**src/rtl/param_input_fifo.sv**
```systemverilog
// Parametrised input FIFO with watermarks, sticky error flags and exact count.
// Define PARAM_INPUT_FIFO_FWFT_EN for first-word fall-through output.
module param_input_fifo #(
  parameter int DATA_WIDTH    = 32,
  parameter int NUM_MODES     = 4,
  parameter int RES_WIDTH     = 8,
  parameter int FIFO_DEPTH    = 16,
  parameter int AFULL_THRESH  = FIFO_DEPTH - 2,
  parameter int AEMPTY_THRESH = 2,
  localparam int W  = DATA_WIDTH + NUM_MODES + RES_WIDTH,
  localparam int CW = $clog2(FIFO_DEPTH + 1)
) (
  input  logic          Clk,
  input  logic          Rst_n,
  input  logic          EN,
  input  logic          Clr,
  input  logic          WR,
  input  logic [W-1:0]  dataIn,
  input  logic          RD,
  output logic [W-1:0]  dataOut,
  output logic          dataValid,
  output logic          EMPTY,
  output logic          FULL,
  output logic          AFULL,
  output logic          AEMPTY,
  output logic [CW-1:0] Count,
  output logic          OVF,
  output logic          UDF
);

  localparam int PW = $clog2(FIFO_DEPTH);

  logic [W-1:0]  r_mem [FIFO_DEPTH];
  logic [PW-1:0] r_rd_ptr;
  logic [PW-1:0] r_wr_ptr;
  logic [CW-1:0] r_count;
  logic          r_ovf;
  logic          r_udf;

  logic          w_rd_acc;
  logic          w_wr_acc;
  logic [PW-1:0] w_rd_nxt;
  logic [PW-1:0] w_wr_nxt;

  assign EMPTY  = (r_count == '0);
  assign FULL   = (r_count == CW'(FIFO_DEPTH));
  assign AFULL  = (int'(r_count) >= AFULL_THRESH);
  assign AEMPTY = (int'(r_count) <= AEMPTY_THRESH);
  assign Count  = r_count;
  assign OVF    = r_ovf;
  assign UDF    = r_udf;

  // A full FIFO still takes a write when the same cycle frees a slot
  assign w_rd_acc = RD && !EMPTY;
  assign w_wr_acc = WR && (!FULL || w_rd_acc);

  assign w_rd_nxt = (r_rd_ptr == PW'(FIFO_DEPTH - 1)) ? '0 : r_rd_ptr + PW'(1);
  assign w_wr_nxt = (r_wr_ptr == PW'(FIFO_DEPTH - 1)) ? '0 : r_wr_ptr + PW'(1);

  always_ff @(posedge Clk or negedge Rst_n) begin
    if (!Rst_n) begin
      r_rd_ptr <= '0;
      r_wr_ptr <= '0;
      r_count  <= '0;
      r_ovf    <= 1'b0;
      r_udf    <= 1'b0;
    end else if (Clr) begin
      r_rd_ptr <= '0;
      r_wr_ptr <= '0;
      r_count  <= '0;
      r_ovf    <= 1'b0;
      r_udf    <= 1'b0;
    end else if (EN) begin
      if (w_rd_acc) r_rd_ptr <= w_rd_nxt;
      if (w_wr_acc) r_wr_ptr <= w_wr_nxt;
      unique case (1'b1)
        (w_wr_acc && !w_rd_acc): r_count <= r_count + CW'(1);
        (w_rd_acc && !w_wr_acc): r_count <= r_count - CW'(1);
        default:                 r_count <= r_count;
      endcase
      if (RD && EMPTY)     r_udf <= 1'b1;
      if (WR && !w_wr_acc) r_ovf <= 1'b1;
    end
  end

  // Storage is not reset; only the pointers define what is valid
  always_ff @(posedge Clk) begin
    if (Rst_n && !Clr && EN && w_wr_acc) begin
      r_mem[r_wr_ptr] <= dataIn;
    end
  end

`ifdef PARAM_INPUT_FIFO_FWFT_EN
  assign dataOut   = r_mem[r_rd_ptr];
  assign dataValid = !EMPTY;
`else
  logic [W-1:0] r_dout;
  logic         r_dvalid;

  always_ff @(posedge Clk or negedge Rst_n) begin
    if (!Rst_n) begin
      r_dout   <= '0;
      r_dvalid <= 1'b0;
    end else if (Clr) begin
      r_dvalid <= 1'b0;
    end else if (EN) begin
      r_dvalid <= w_rd_acc;
      if (w_rd_acc) r_dout <= r_mem[r_rd_ptr];
    end else begin
      r_dvalid <= 1'b0;
    end
  end

  assign dataOut   = r_dout;
  assign dataValid = r_dvalid;
`endif

endmodule

```
**config.mk**
```make
export PLATFORM = sky130hd
export DESIGN_NAME = param_input_fifo
export DESIGN_NICKNAME = d
export VERILOG_FILES = /design/src/rtl/param_input_fifo.sv
export SDC_FILE = /design/constraint.sdc
export NUM_CORES = 1
export LEC_CHECK = 0
export BUFFER_PORTS_ARGS = -buffer_cell sky130_fd_sc_hd__buf_4
export CORE_ASPECT_RATIO = 1.5
export CORE_MARGIN = 2
export CORE_UTILIZATION = 50
export CTS_CLUSTER_DIAMETER = 80
export CTS_CLUSTER_SIZE = 28
export DETAILED_ROUTE_END_ITERATION = 10
export PLACE_DENSITY = 0.79
export SKIP_CTS_REPAIR_TIMING = 1
export SYNTH_ARGS = -nofsm -noshare
export SYNTH_HDL_FRONTEND = slang
export SYNTH_SLANG_ARGS = --single-unit
```
**constraint.sdc**
```tcl
create_clock -name Clk -period 6.3 [get_ports Clk]
set_input_delay 0.315 -clock Clk [delete_from_list [all_inputs] [get_ports Clk]]
set_output_delay 0.315 -clock Clk [all_outputs]
set_load 0.05 [all_outputs]
```
; ---- After elaboration in Yosys (flattened, before gate mapping)
; Memory sizes are Yosys's and may differ from the RTL's. A register that Yosys moved wholly into a read port is not among the register bits.
; Cells that the tools add are included.
[totals]
regBits = 16
ramBits = 704
input_bits = 50
elab_cells = 67
mem_count = 1
[memory_table]
columns = memory, words, word_bits, rd, rd_ports_with_merged_regs, wr, line_no
row1 = r_mem, 16, 44, 1, 1, 1, 33  ; logic [W-1:0] r_mem [FIFO_DEPTH];
[classes]
n_addsub = 4
order_cmp = 2
eq_ne = 3
mux = 21
bitwise = 1
n_reduce_logical = 29
[ops]
columns = cell, count
row1 = 2-to-1 mux 4 bit, 8
row2 = 2-to-1 mux 1 bit, 10
row3 = 2-to-1 mux 5 bit, 2
row4 = one-hot mux 5 bit (2 select lines), 1
row5 = AND reduction 2 bit, 5
row6 = nonzero test 2 bit, 5
row7 = logical AND 1 bit, 9
row8 = adder 4 x 1 -> 4 bit (second input constant), 2
row9 = equality test 4 bit (second input constant), 2
row10 = zero test 1 bit, 6
row11 = adder 5 x 1 -> 5 bit (second input constant), 1
row12 = equality test 5 bit (second input constant), 1
row13 = >= comparator 5 x 4 -> 1 bit (second input constant), 1
row14 = less-or-equal comparator 5 x 2 -> 1 bit (second input constant), 1
row15 = zero test 5 bit, 1
row16 = subtractor 5 x 1 -> 5 bit (second input constant), 1
row17 = AND reduction 3 bit, 1
row18 = nonzero test 3 bit, 1
row19 = logical OR 1 bit, 1
row20 = inverter 1 bit, 1

; ---- Longest topological paths before layout
[logic_depth]
word_depth = 10
depth_mapped = 10
ltp_nobuf = 10

; ---- Worst setup path after synthesis
; No wires, ideal clock.
[synth_path]
kind = register -> register
start = reg r_count[1], in the netlist Count[1]
end = mem r_mem[11][0] in the netlist's numbering, enable pin
setup_time_ns = 0.500
arrival_time_ns = 4.519
required_ns = 5.800
setup_slack_ns = 1.281
path_stages_with_launch = 6
path_cell_list = dfrtp_1 or4_4 o211a_4 and2b_4 nand2_4 nor3_1
[synth_via]
elab_chain_cells = 8
[synth_lines]
columns = element, line_no
row1 = start: declaration, 36  ; logic [CW-1:0] r_count;
row2 = start signal: assignment, 77  ; (w_wr_acc && !w_rd_acc): r_count <= r_count + CW'(1);
row3 = start signal: assignment, 78  ; (w_rd_acc && !w_wr_acc): r_count <= r_count - CW'(1);
row4 = start signal: assignment, 79  ; default: r_count <= r_count;
row5 = zero test 5 bit, 45  ; assign EMPTY = (r_count == '0);
row6 = zero test 1 bit, 54  ; assign w_rd_acc = RD && !EMPTY;
row7 = logical AND 1 bit, 54
row8 = logical OR 1 bit *, 55  ; assign w_wr_acc = WR && (!FULL || w_rd_acc);
row9 = logical AND 1 bit *, 55
row10 = logical AND 1 bit *, 88  ; if (Rst_n && !Clr && EN && w_wr_acc) begin
row11 = 2-to-1 mux 1 bit *, 88
row12 = 2-to-1 mux 1 bit (not written as such) *, 89  ; r_mem[r_wr_ptr] <= dataIn;
row13 = end: declaration, 33
; Every way passes the cells marked *; elsewhere a longest branch is shown, timed or not.

; ---- Final worst setup path
[layout_path]
start = reg r_count[1], in the netlist Count[1]
end = reg r_dout[43], in the netlist dataOut[43] (read register of r_mem)
[layout_via]
elab_chain_cells = 4
[layout_lines]
columns = element, line_no
row1 = zero test 5 bit, 45
row2 = zero test 1 bit, 54
row3 = logical AND 1 bit, 54
row4 = AND reduction 3 bit (no line), n/a
row5 = end: declaration, 97  ; logic [W-1:0] r_dout;
; No other way between the ends.
; A chain may end at the register's enable or synchronous reset.

==> results.py <==
metrics = {
    "grt": {
        "grt_pass1_vias": 14000,
        "grt-ovfl-total": 0,
        "grt_antenna_before_repair": 4,
        "grt_start_max_net_pins": 181,
        "grt_pass1_wl_um": 91500,
        "grtUsageTotal": 0.206,
    },
    "worst_hold_path": {
        "hp-class": "input pin to flop",
        "min_to": "r_rd_ptr[2]",
        "worstHoldStart": "Clr",
        "whs_path_depth": 2,
    },
    "die": {
        "initial_core_util": 0.503,
        "die_area_um2": 61000,
        "fp.dieH_um": 302,
        "rows": 109,
        "die_w_um": 202,
        "core-area_um2": 58600,
        "io_pins": 106,
    },
    "critical_path": {
        "regToRegStartpoint": "Count[1]",
        "critPathSlowestCell": "nand2_2",
        "crit_buf_inv": 2,
        "cp.arrival_ps": 4060,
        "end_kind": "flop",
        "ff2ff_path_depth": 7,
        "crit_fanout": 45,
        "worstPathCellList": "nor4_4 > nand2_2 > nand3_4 > inv_2 > nand2_2 > buf_4 > o221ai_1",
        "critical_path.max_stage_delay_ps": 850,
        "required_ps": 6700,
        "critPathMostFrequentCell": "nand2_2",
        "crit_family": "simple AND/OR/NAND/NOR gates",
        "crit_type": "flop to flop",
        "rrSetupSlack_ps": 2640,
        "r2r-end": "dataOut[43]",
        "cp-start-kind": "flop",
    },
    "timing": {
        "hold_violations": 0,
        "max_freq_mhz": 273,
        "finalSetupTns_ps": 0,
        "fin_crit_ps": 3660,
        "grt_setup_unrepaired": "no",
        "worstMarginPinSlew_ps": 1150,
        "finalCritPeriodShare": 0.581,
        "drv_slew": 0,
        "max_slew_margin": 0.233,
        "finalSetupViolations": 0,
        "finClkSkew_ps": 23.0,
    },
    "detailed_routing": {
        "drc_errors": 0,
        "routed_wl_um": 62200,
        "wl_per_cell_um": 28.2,
        "via_count": 13500,
        "drtAntennaViolNets": 0,
        "drt_iter0_markers": 1577,
        "vias_per_cell": 6.14,
        "drtPass1Iterations": 7,
    },
    "placement": {
        "gp_congestion": 0.737,
        "portBuffers": 105,
        "detailed_place_hpwl_um": 31700,
    },
    "synthesis": {
        "synth_compound_area_frac": 0.0269,
        "yosysWarnings": 0,
        "avgSynthCellArea_um2": 22.7,
        "ys_ff_latch": 764,
        "seq_area_frac_synth": 0.767,
        "yosys.area_share.simple": 0.0184,
        "synth_most_common_cell": "edfxtp_1",
        "yosys-top-cells-area": "edfxtp_1 (72%), mux4_2 (13%), dfrtp_1 (5.1%), mux2i_1 (3.1%), o221ai_2 (2.0%)",
        "ys_top_cells_by_count": "edfxtp_1 (704), mux4_2 (176), mux2i_1 (92), dfrtp_1 (60), nand2_1 (53)",
        "synth_cell_types": 52,
        "synthMuxAreaShare": 0.165,
        "syn-num-nets": 1359,
        "synthXorXnorAreaFrac": 0.00178,
        "synthFlopType": "edfxtp_1",
        "synth_fa_ha_area_frac": 0.00407,
        "yosys.area.top_type_share": 0.716,
        "yosys.area.top_type": "edfxtp_1",
        "synth_cells": 1300,
        "synth_area_um2": 29500,
        "synth_top_family_by_area": "multiplexers",
        "synth-edff-count": 704,
        "async_reset_ff_frac": 0.0785,
    },
    "power": {
        "power_leakage_nw": 9.86,
        "power_mw": 9.70,
        "vdd_ir_drop_max_v": 0.000184,
        "powerDensity_nw_per_um2": 301,
    },
    "final_layout": {
        "final_util": 0.549,
        "multi_input_area_um2": 6510,
        "layout-drive-gt1-share": 0.294,
        "n_fill_cell": 4286,
        "area_growth_pct": 9.11,
        "seq_area_um2": 22700,
        "nets": 1460,
    },
    "clock_network": {
        "cts_root_buffer": "clkbuf_16",
        "cts_tree": "built",
        "clkTransAtPathRegs_ps": 100,
        "cts_num_sinks": 764,
        "worstSkewPairLatency_ps": 560,
        "htree_levels": 2,
        "numCtsBuffers": 34,
        "clk_path_buf_depth": 3,
    },
    "run": {
        "drv_cap": 0,
    },
    "run_status": {
        "outcome": "finished, final reports clean",
    },
}
metal layers:
| layer | vias up | global-route usage | share of wire |
|---|---|---|---|
| met5 | - | 0 | 0.00051 |
| met4 | 6 | 0.0615 | 0.023 |
| met3 | 85 | 0.0279 | 0.067 |
| met2 | 555 | 0.364 | 0.54 |
| met1 | 7266 | 0.267 | 0.37 |
| li1 | 5609 | - | - |
layout by cell type, fill, tap and decap left out, types with 4 or more instances in the layout:
cell type and instances:
a21oi_1 6, buf_4 128, clkbuf_1 20, clkbuf_16 35, dfrtp_1 57, edfxtp_1 704
ha_1 8, inv_1 10, mux2i_1 92, mux4_2 176, nand2_1 53, nand3_1 5
nor2_1 12, nor2_4 12, nor3_2 4, o221ai_1 4, o221ai_2 40, xor2_1 5
through the flow:
stage          hold WS, ps  cells  cell area, um2  setup WS, ps
2_1_floorplan         19.4   1300           29500          1280
3_3_place_gp           226   2141           31200          2770
3_5_place_dp           230   2141           31200          2610
4_1_cts               -380   2200           32200          2580
5_1_grt               13.9   2202           32200          2500
6_report              19.9   2202           32200          2640
worst reg2reg max path, cell delays in order, from the launching register on:
cell and delay (ps):
dfrtp_1 480, nor4_4 410, nand2_2 190, nand3_4 680, inv_2 160, nand2_2 850
buf_4 560, o221ai_1 190
layout make-up:
cell class | count | area share
sequential | 764 | 0.703
multi-input combinational | 459 | 0.202
timing repair buffer | 131 | 0.0314
tap | 777 | 0.0302
clock buffer | 55 | 0.0295
clock inverter | 4 | 0.00202
inverter | 11 | 0.00128
antenna | 1 | 0.0000777
cells by family after synthesis:
logic type,Yosys count
simple gates,109
xor+xnor,6
buf+inv,77
compound gates,67
flops,764
fa+ha+maj,9
mux,268
registers in the layout, summed over array words and instances, names as in the netlist:
signal	count
OVF	1
Count	5
UDF	1
dataValid	1
r_mem	704
r_rd_ptr	4
r_wr_ptr	4
dataOut	44
worst max path at each step:
stage	from	to	slack [ps]	cells after the start
detailed placement	Count[1]	dataOut[43]	2610	7
CTS	Count[1]	dataOut[43]	2580	7
floorplan	Count[1]	r_mem[11][0]	1280	5
global placement	Count[1]	dataOut[12]	2770	7
global route	Count[1]	dataOut[43]	2500	7
finish	Count[1]	dataOut[43]	2640	7
power by group:
part,leakage (nW),switching (mW),internal (mW),total [mW]
Combinational,2.28,0.879,0.458,1.34
Clock,0.486,1.47,1.08,2.54
Sequential,7.10,0.146,5.67,5.82
No activity file was read; power rests on OpenSTA's default activity.
